[src/rtl/qif_spike_monitor.sv]
// qif_spike_monitor
//   Converts a same-clock spike train from a QIF neuron into inter-spike
//   intervals (ISIs), queues them in a first-word-fall-through FIFO with a
//   valid/ready read port, and reports the spike count per fixed window.
//
//   Optional feature macro: QIF_MON_PEAK_EN
//     defined   -> v_peak is the signed maximum of v_in over the last
//                  completed window
//     undefined -> v_peak is constant 0 and v_in is ignored
//
// Ports
//   clk        : clock, rising edge
//   rst        : asynchronous active-high reset
//   spike_in   : spike pulse/level from the neuron (rising edge = event)
//   v_in       : signed 8-bit membrane sample
//   isi_ready  : consumer accepts the FIFO head
//   isi_data   : FIFO head (ISI in cycles), valid while isi_valid
//   isi_valid  : FIFO non-empty
//   fifo_count : FIFO occupancy
//   overflow   : sticky, set when an ISI is dropped on a full FIFO
//   rate       : spike count of the last completed window (saturating)
//   rate_stb   : one-cycle pulse when rate updates
//   v_peak     : signed peak of v_in over the last completed window
module qif_spike_monitor #(
  parameter int unsigned ISI_W      = 16,
  parameter int unsigned DEPTH      = 4,
  parameter int unsigned WIN_CYCLES = 256
) (
  input  logic                     clk,
  input  logic                     rst,
  input  logic                     spike_in,
  input  logic signed [7:0]        v_in,
  input  logic                     isi_ready,
  output logic [ISI_W-1:0]         isi_data,
  output logic                     isi_valid,
  output logic [$clog2(DEPTH):0]   fifo_count,
  output logic                     overflow,
  output logic [7:0]               rate,
  output logic                     rate_stb,
  output logic signed [7:0]        v_peak
);

  localparam int unsigned AW = $clog2(DEPTH);
  localparam int unsigned WW = $clog2(WIN_CYCLES);
  localparam logic [ISI_W-1:0] ISI_MAX  = '1;
  localparam logic [WW-1:0]    WIN_LAST = WW'(WIN_CYCLES - 1);
  localparam logic [AW:0]      FULL_CNT = (AW + 1)'(DEPTH);

  // Spike edge detection
  logic spike_d_q;
  logic spike_ev;

  // ISI counter
  logic             armed_q, armed_d;
  logic [ISI_W-1:0] isi_cnt_q, isi_cnt_d;

  // FIFO
  logic [ISI_W-1:0] mem_q [DEPTH];
  logic [AW-1:0]    wr_ptr_q, wr_ptr_d;
  logic [AW-1:0]    rd_ptr_q, rd_ptr_d;
  logic [AW:0]      cnt_q, cnt_d;
  logic             ovf_q, ovf_d;
  logic [ISI_W-1:0] hold_q;
  logic             push, pop, full, wr_en;

  // Rate window
  logic [WW-1:0] win_cnt_q, win_cnt_d;
  logic [7:0]    spk_cnt_q, spk_cnt_d;
  logic [7:0]    rate_q, rate_d;
  logic          rate_stb_q, rate_stb_d;
  logic          win_end;
  logic [8:0]    spk_sum;
  logic [7:0]    spk_sat;

  assign spike_ev = spike_in & ~spike_d_q;

  assign isi_valid = (cnt_q != '0);
  assign full      = (cnt_q == FULL_CNT);
  assign push      = spike_ev & armed_q;
  assign pop       = isi_valid & isi_ready;
  // A full FIFO still accepts a push when the head leaves on the same edge.
  assign wr_en     = push & (~full | pop);

  assign win_end = (win_cnt_q == WIN_LAST);
  assign spk_sum = {1'b0, spk_cnt_q} + 9'(spike_ev);
  assign spk_sat = spk_sum[8] ? 8'hFF : spk_sum[7:0];

  always_comb begin
    armed_d   = armed_q;
    isi_cnt_d = isi_cnt_q;
    if (spike_ev) begin
      armed_d   = 1'b1;
      isi_cnt_d = ISI_W'(1);
    end else if (armed_q && isi_cnt_q != ISI_MAX) begin
      isi_cnt_d = isi_cnt_q + ISI_W'(1);
    end
  end

  always_comb begin
    wr_ptr_d = wr_ptr_q;
    rd_ptr_d = rd_ptr_q;
    cnt_d    = cnt_q;
    ovf_d    = ovf_q;
    if (wr_en) wr_ptr_d = wr_ptr_q + AW'(1);
    if (pop)   rd_ptr_d = rd_ptr_q + AW'(1);
    case ({wr_en, pop})
      2'b10:   cnt_d = cnt_q + (AW + 1)'(1);
      2'b01:   cnt_d = cnt_q - (AW + 1)'(1);
      default: cnt_d = cnt_q;
    endcase
    if (push && !wr_en) ovf_d = 1'b1;
  end

  always_comb begin
    win_cnt_d  = win_end ? '0 : win_cnt_q + WW'(1);
    spk_cnt_d  = win_end ? '0 : spk_sat;
    rate_d     = win_end ? spk_sat : rate_q;
    rate_stb_d = win_end;
  end

  always_ff @(posedge clk or posedge rst) begin
    if (rst) begin
      spike_d_q  <= 1'b0;
      armed_q    <= 1'b0;
      isi_cnt_q  <= '0;
      wr_ptr_q   <= '0;
      rd_ptr_q   <= '0;
      cnt_q      <= '0;
      ovf_q      <= 1'b0;
      hold_q     <= '0;
      win_cnt_q  <= '0;
      spk_cnt_q  <= '0;
      rate_q     <= '0;
      rate_stb_q <= 1'b0;
    end else begin
      spike_d_q  <= spike_in;
      armed_q    <= armed_d;
      isi_cnt_q  <= isi_cnt_d;
      wr_ptr_q   <= wr_ptr_d;
      rd_ptr_q   <= rd_ptr_d;
      cnt_q      <= cnt_d;
      ovf_q      <= ovf_d;
      hold_q     <= isi_data;
      win_cnt_q  <= win_cnt_d;
      spk_cnt_q  <= spk_cnt_d;
      rate_q     <= rate_d;
      rate_stb_q <= rate_stb_d;
    end
  end

  always_ff @(posedge clk or posedge rst) begin
    if (rst) begin
      mem_q <= '{default: '0};
    end else if (wr_en) begin
      mem_q[wr_ptr_q] <= isi_cnt_q;
    end
  end

  // When empty the output keeps the last head shown (0 after reset).
  assign isi_data   = isi_valid ? mem_q[rd_ptr_q] : hold_q;
  assign fifo_count = cnt_q;
  assign overflow   = ovf_q;
  assign rate       = rate_q;
  assign rate_stb   = rate_stb_q;

`ifdef QIF_MON_PEAK_EN
  logic signed [7:0] run_max_q, run_max_d;
  logic signed [7:0] peak_q, peak_d;
  logic signed [7:0] cand;

  assign cand = (v_in > run_max_q) ? v_in : run_max_q;

  always_comb begin
    run_max_d = win_end ? 8'sh80 : cand;
    peak_d    = win_end ? cand : peak_q;
  end

  always_ff @(posedge clk or posedge rst) begin
    if (rst) begin
      run_max_q <= 8'sh80;
      peak_q    <= '0;
    end else begin
      run_max_q <= run_max_d;
      peak_q    <= peak_d;
    end
  end

  assign v_peak = peak_q;
`else
  // v_in is not observed in this build.
  logic unused_v_in;
  assign unused_v_in = ^v_in;
  assign v_peak      = '0;
`endif

endmodule
[config.mk]
export PLATFORM = sky130hd
export DESIGN_NAME = qif_spike_monitor
export DESIGN_NICKNAME = d
export VERILOG_FILES = /design/src/rtl/qif_spike_monitor.sv
export SDC_FILE = /design/constraint.sdc
export NUM_CORES = 1
export LEC_CHECK = 0
export ABC_AREA = 1
export CAP_MARGIN = 30
export CORE_UTILIZATION = 58
export DETAILED_ROUTE_END_ITERATION = 12
export MAX_ROUTING_LAYER = met4
export PLACE_DENSITY = 0.89
export RECOVER_POWER = 100
export SLEW_MARGIN = 25
export SYNTH_ARGS = -nofsm -noshare
export SYNTH_HDL_FRONTEND = slang
export SYNTH_SLANG_ARGS = --single-unit
[constraint.sdc]
create_clock -name clk -period 4.7 [get_ports clk]
set_clock_uncertainty 0.1 [all_clocks]
set_input_delay 0.47 -clock clk [delete_from_list [all_inputs] [get_ports clk]]
set_output_delay 0.47 -clock clk [all_outputs]
set_load 0.03 [all_outputs]
# ---- Word level (Yosys, flattened, before mapping)
# Index checks and enable logic that the tools add are counted.
dict set report word_totals {
  reg_bits 131
  romBits 0
  memories 0
  input_bits 12
  latch_bits 0
  mem_bits_rw 0
}
dict set report op_classes {
  addsub 7
  n_div 0
  reduce_logical 7
  n_eq_ne 5
  bitwise 9
  shift 0
  mul 0
  muxes 13
  magnitude_cmp 3
}
# operator count
set ops {}
lappend ops {{two-way mux 16 bit} 6}
lappend ops {{bitwise mux 64 bit} 1}
lappend ops {{binary-select mux 16 bit (select 2 bit)} 1}
lappend ops {{demux 16 bit (select 2 bit)} 1}
lappend ops {{two-way mux 8 bit} 3}
lappend ops {{adder 16 x 1 -> 16 bit, second input constant} 1}
lappend ops {{!= test 16 bit, second input constant} 1}
lappend ops {{adder 8 x 1 -> 9 bit} 1}
lappend ops {{adder 8 x 1 -> 8 bit, second input constant} 1}
lappend ops {{== test 8 bit, second input constant} 1}
lappend ops {{greater-or-equal comparator 3 bit, second input constant} 2}
lappend ops {{NOT 2 -> 3 bit} 2}
lappend ops {{one-hot mux 3 bit (2 select lines)} 1}
lappend ops {{adder 2 x 1 -> 2 bit, second input constant} 2}
lappend ops {{bitwise AND 1 bit} 4}
lappend ops {{nonzero test 2 bit} 2}
lappend ops {{adder 3 x 1 -> 3 bit, second input constant} 1}
lappend ops {{== test 3 bit, second input constant} 1}
lappend ops {{logical AND 1 bit} 3}
lappend ops {{< comparator 3 x 1 -> 1 bit, second input constant} 1}
lappend ops {{nonzero test 3 bit} 1}
lappend ops {{subtractor 3 x 1 -> 3 bit, second input constant} 1}
lappend ops {{== test 2 x 1 -> 1 bit, second input constant} 1}
lappend ops {{== test 2 bit, second input constant} 1}
lappend ops {{3 further kinds} 4}

# ---- Logic depth before layout (Yosys ltp)
dict set report logic_depth {
  depth_word 6
  depth_mapped 13
  mapped_depth_nobuf 11
}

# ---- Worst setup path after synthesis
# No wires, ideal clock.
dict set report synth_timing {
  kind {register -> output}
  startpoint {register cnt_q[0], in the netlist fifo_count[0]}
  endpoint {output isi_data[10]}
  path_slack_ns 2.229
  t_arrival_ns 1.901
  stages_incl_launch_ff 5
  path_cell_list {dfrtp_1 > nor3_1 > inv_1 > clkbuf_1 > a31oi_1}
}
dict set report synth_between {
  elab_chain_len 2
}
# element line_no
set synth_rtl {}
lappend synth_rtl {{start: declaration} 61} ;# logic [AW:0] cnt_q, cnt_d;
lappend synth_rtl {{start signal: assignment} 141} ;# cnt_q <= cnt_d;
lappend synth_rtl {{nonzero test 3 bit} 77} ;# assign isi_valid = (cnt_q != '0);
lappend synth_rtl {{via isi_valid} 35} ;# output logic isi_valid,
lappend synth_rtl {{two-way mux 16 bit} 160} ;# assign isi_data = isi_valid ? mem_q[rd_ptr_q] : hold_q;
lappend synth_rtl {{end: declaration} 34} ;# output logic [ISI_W-1:0] isi_data,
# The timed path passes the listed nets, and every way through them passes these cells.

# ---- Worst setup path after layout
dict set report layout_timing {
  startpoint {register rd_ptr_q[1]}
  endpoint {output isi_data[8]}
}
dict set report layout_between {
  elab_chain_len 5
}
# element line_no
set layout_rtl {}
lappend layout_rtl {{start: declaration} 60} ;# logic [AW-1:0] rd_ptr_q, rd_ptr_d;
lappend layout_rtl {{start signal: assignment} 140} ;# rd_ptr_q <= rd_ptr_d;
lappend layout_rtl {{NOT 2 -> 3 bit (not written as such)} 160}
lappend layout_rtl {{binary-select mux 16 bit (select 2 bit)} 160}
lappend layout_rtl {{two-way mux 16 bit (not written as such) (2 in a row)} 160}
lappend layout_rtl {{two-way mux 16 bit} 160}
# No other way between the ends. The select of a mux whose other input is x is not followed.

==> results.toml <==
[floorplan]
core-area_mm2 = 0.0103
start_util_pct = 59.9
die-area_mm2 = 0.0111
die_x_um = 105
io_pins = 50
num_rows = 37
die_h_um = 105

[clocking]
htreeDepth = 4
cts_tree = "yes"
cts.path.max_buffers = 2
post_cts_buffers = 0
clock_latency_ns = 0.54
path_clk_slew_ns = 0.06
cts_resized = 0
clkSinkCount = 131
postCtsHoldBufs = 0
numCtsBuffers = 17
cts_root_buf = "clkbuf_8"

[critical_path]
cpPeakStageDelay_ns = 0.87
critPathKind = "register to output port"
crit_chain = "clkbuf_1 -> o211ai_1 -> a31oi_1 -> dlygate4sd3_1"
critPathLaunchType = "register"
rrSetupSlack_ns = 1.16
critPathSlowestCell = "dfrtp_1"
critPathMaxFanout = 21
critPathArrivalTime_ns = 3.31
cp.required_ns = 4.13
end_kind = "output port"

[synth]
synth_cell_type_count = 34
synth.area.top_cells = "dfrtp_1 (53%), nand2_1 (11%), o21ai_0 (5.4%)"
seq_area_frac_synth_pct = 53.0
ys_warn_count = 0
synthCells = 711
synth_ff_type = "dfrtp_1"
synthArstFlopShare_pct = 100
synth_edf_count = 0
avgSynthCellArea_um2 = 8.69
yosysTopAreaCellShare_pct = 53.0
ys_ff_latch = 131
synth_top_area_cell = "dfrtp_1"
syn_area_mm2 = 0.00618

[final_layout]
final_cell_area_mm2 = 0.00711
final_util_pct = 68.9
n_antenna_cell = 0
drive_gt1_share_pct = 6.17
fin_cells = 882
area_delta_synth_final_pct = 15.0
fin_nets = 755
n_fill_cell = 748

[power_and_ir_drop]
switching_share_pct = 37.7
max-vdd-ir-drop_v = 0.000463
combPwrFrac_pct = 34.7
net-switching-power_mw = 1.83
p_per_area_mw_per_mm2 = 682
intPower_mw = 3.02
power_frac_clock_pct = 29.5
p_leak_nw = 3.26
seqPwrFrac_pct = 35.8

[detailed_routing]
route.detailed.wl_per_inst_um = 15.3
drcViolationCount = 0
wl_um = 13500
drt_iter0_drc = 343
via_count = 4982
ant_nets = 0
first_pass_iters = 5
viasPerCell = 5.65

[placed_design]
dpl_cell_area_mm2 = 0.00653
gp_congestion = 0.890
port_buffers = 33
pre_cts_ws_ns = 1.66
dp_hpwl_um = 8530
dp_cells = 850

[timing]
period_minus_slack_ns = 3.88
rsz0062_at_grt = "false"
hold_viol = 0
fin_tns_setup_ns = 0
drv_slew = 64
tightest_slew_ns = 2.77
slew_headroom_pct = -85.5
finalSetupViolCount = 0
fmax_mhz = 258
final.setup.worst_slack_ns = 0.822
period_share_pct = 82.5

[run]
max_cap_violations = 1

[global_routing]
grt_max_degree = 69
grt_pass1_wl_um = 23400
gr-usage-all-layers_pct = 27.9
antenna_found_initial = 0
overflow = 0
grt_pass1_vias = 5074

[outcome]
violations = "capacitance limit, slew limit"
status = "complete, but fails checks"

[hold_path]
hold_path.class = "register to register"
-- through the flow --
step / power (mW) / hold slack, ns
detailed placement: 3.49 / 0.367
CTS: 4.95 / 0.302
global route: 5.12 / 0.397
global placement: 3.38 / 0.344
floorplan: 2.89 / 0.333
finish: 4.85 / 0.367
-- area by class of cell --
class,count,area (um^2),share of cell area (%)
Tap cell,136,170,2.39
Clock inverter,13,206,2.90
Clock buffer,19,432,6.07
Inverter,73,275,3.87
Multi-Input combinational cell,470,2360,33.2
Sequential cell,131,3280,46.1
Timing Repair Buffer,40,388,5.46
-- cells by family (layout without fill, tap and decap cells) --
group / after synthesis / count (layout) / synth area share (%)
compound gates: 157 / 157 / 14.6
fa+ha+maj: 10 / 10 / 2.15
buf+inv: 117 / 145 / 8.69
xor+xnor: 15 / 15 / 2.13
simple gates: 280 / 280 / 19.4
flops: 131 / 131 / 53.0
other cells: 1 / 8 / 0.0607
-- flip-flops by register name, indices dropped and copies added (netlist names) --
| signal | count |
|---|---|
| isi_cnt_q | 16 |
| spike_d_q | 1 |
| wr_ptr_q | 2 |
| win_cnt_q | 8 |
| hold_q | 16 |
| rate | 8 |
| spk_cnt_q | 8 |
| rd_ptr_q | 2 |
| armed_q | 1 |
| fifo_count | 3 |
| mem_q | 64 |
| overflow | 1 |
| rate_stb | 1 |
-- per-layer routing --
layer | up-vias | GRT usage (%) | part of all wire, %
met5 | - | - | 0
met1 | 2459 | 33.0 | 42
met4 | 0 | 14.2 | 2.4
met2 | 153 | 45.2 | 50
met3 | 29 | 6.31 | 4.9
li1 | 2341 | - | -
-- worst max-delay path, delay by kind of cell (launching register included) --
family	cells	cell delay, ns
AOI/OAI and AO/OA	2	0.49
DFF	1	0.87
buffers and inverters	2	1.40
-- synth_stat cells, types with 3 or more instances --
cell type	instances
nor3_1	6
o21ai_1	7
xor2_1	11
inv_1	71
o21ai_0	67
a21oi_1	27
o21a_1	20
nor2_1	47
buf_6	5
nand2_2	4
nand4_1	5
xnor2_1	4
buf_1	4
ha_1	9
a31oi_1	20
dfrtp_1	131
nor2_4	3
buf_4	12
nor2_2	3
nand3_1	23
buf_2	12
nand2_1	181
o211ai_1	15
clkbuf_1	11
-- power by group through the flow --
stage	clock (mW)	combinational, mW	sequential, mW
floorplan	0	1.23	1.66
detailed placement	0	1.75	1.74
global placement	0	1.64	1.73
finish	1.43	1.68	1.73
global route	1.49	1.85	1.78
CTS	1.44	1.77	1.73
-- final timing paths --
check,from,to,depth (start not counted)
setup reg to reg,spike_d_q,mem_q[15],9
max in group asynchronous,rst,spk_cnt_q[7],2
hold / removal,win_cnt_q[0],win_cnt_q[0],1
setup / recovery,rd_ptr_q[1],isi_data[8],4
min in group asynchronous,rst,mem_q[39],2
hold reg to reg,win_cnt_q[0],win_cnt_q[0],1
-- cell usage in the layout (no fill, tap or decap), drive strengths merged, types with 5 or more instances in the layout --
cell           n
nand2        186
dfrtp        131
o21ai         74
inv           73
nor2          55
dlygate4sd3   32
a21oi         27
nand3         23
clkbuf        23
o21a          20
a31oi         20
o211ai        15
xor2          11
ha             9
conb           8
nor3           7
clkinvlp       6
nand4          5
bufinv         5
Power figures use the tool's default switching activity.
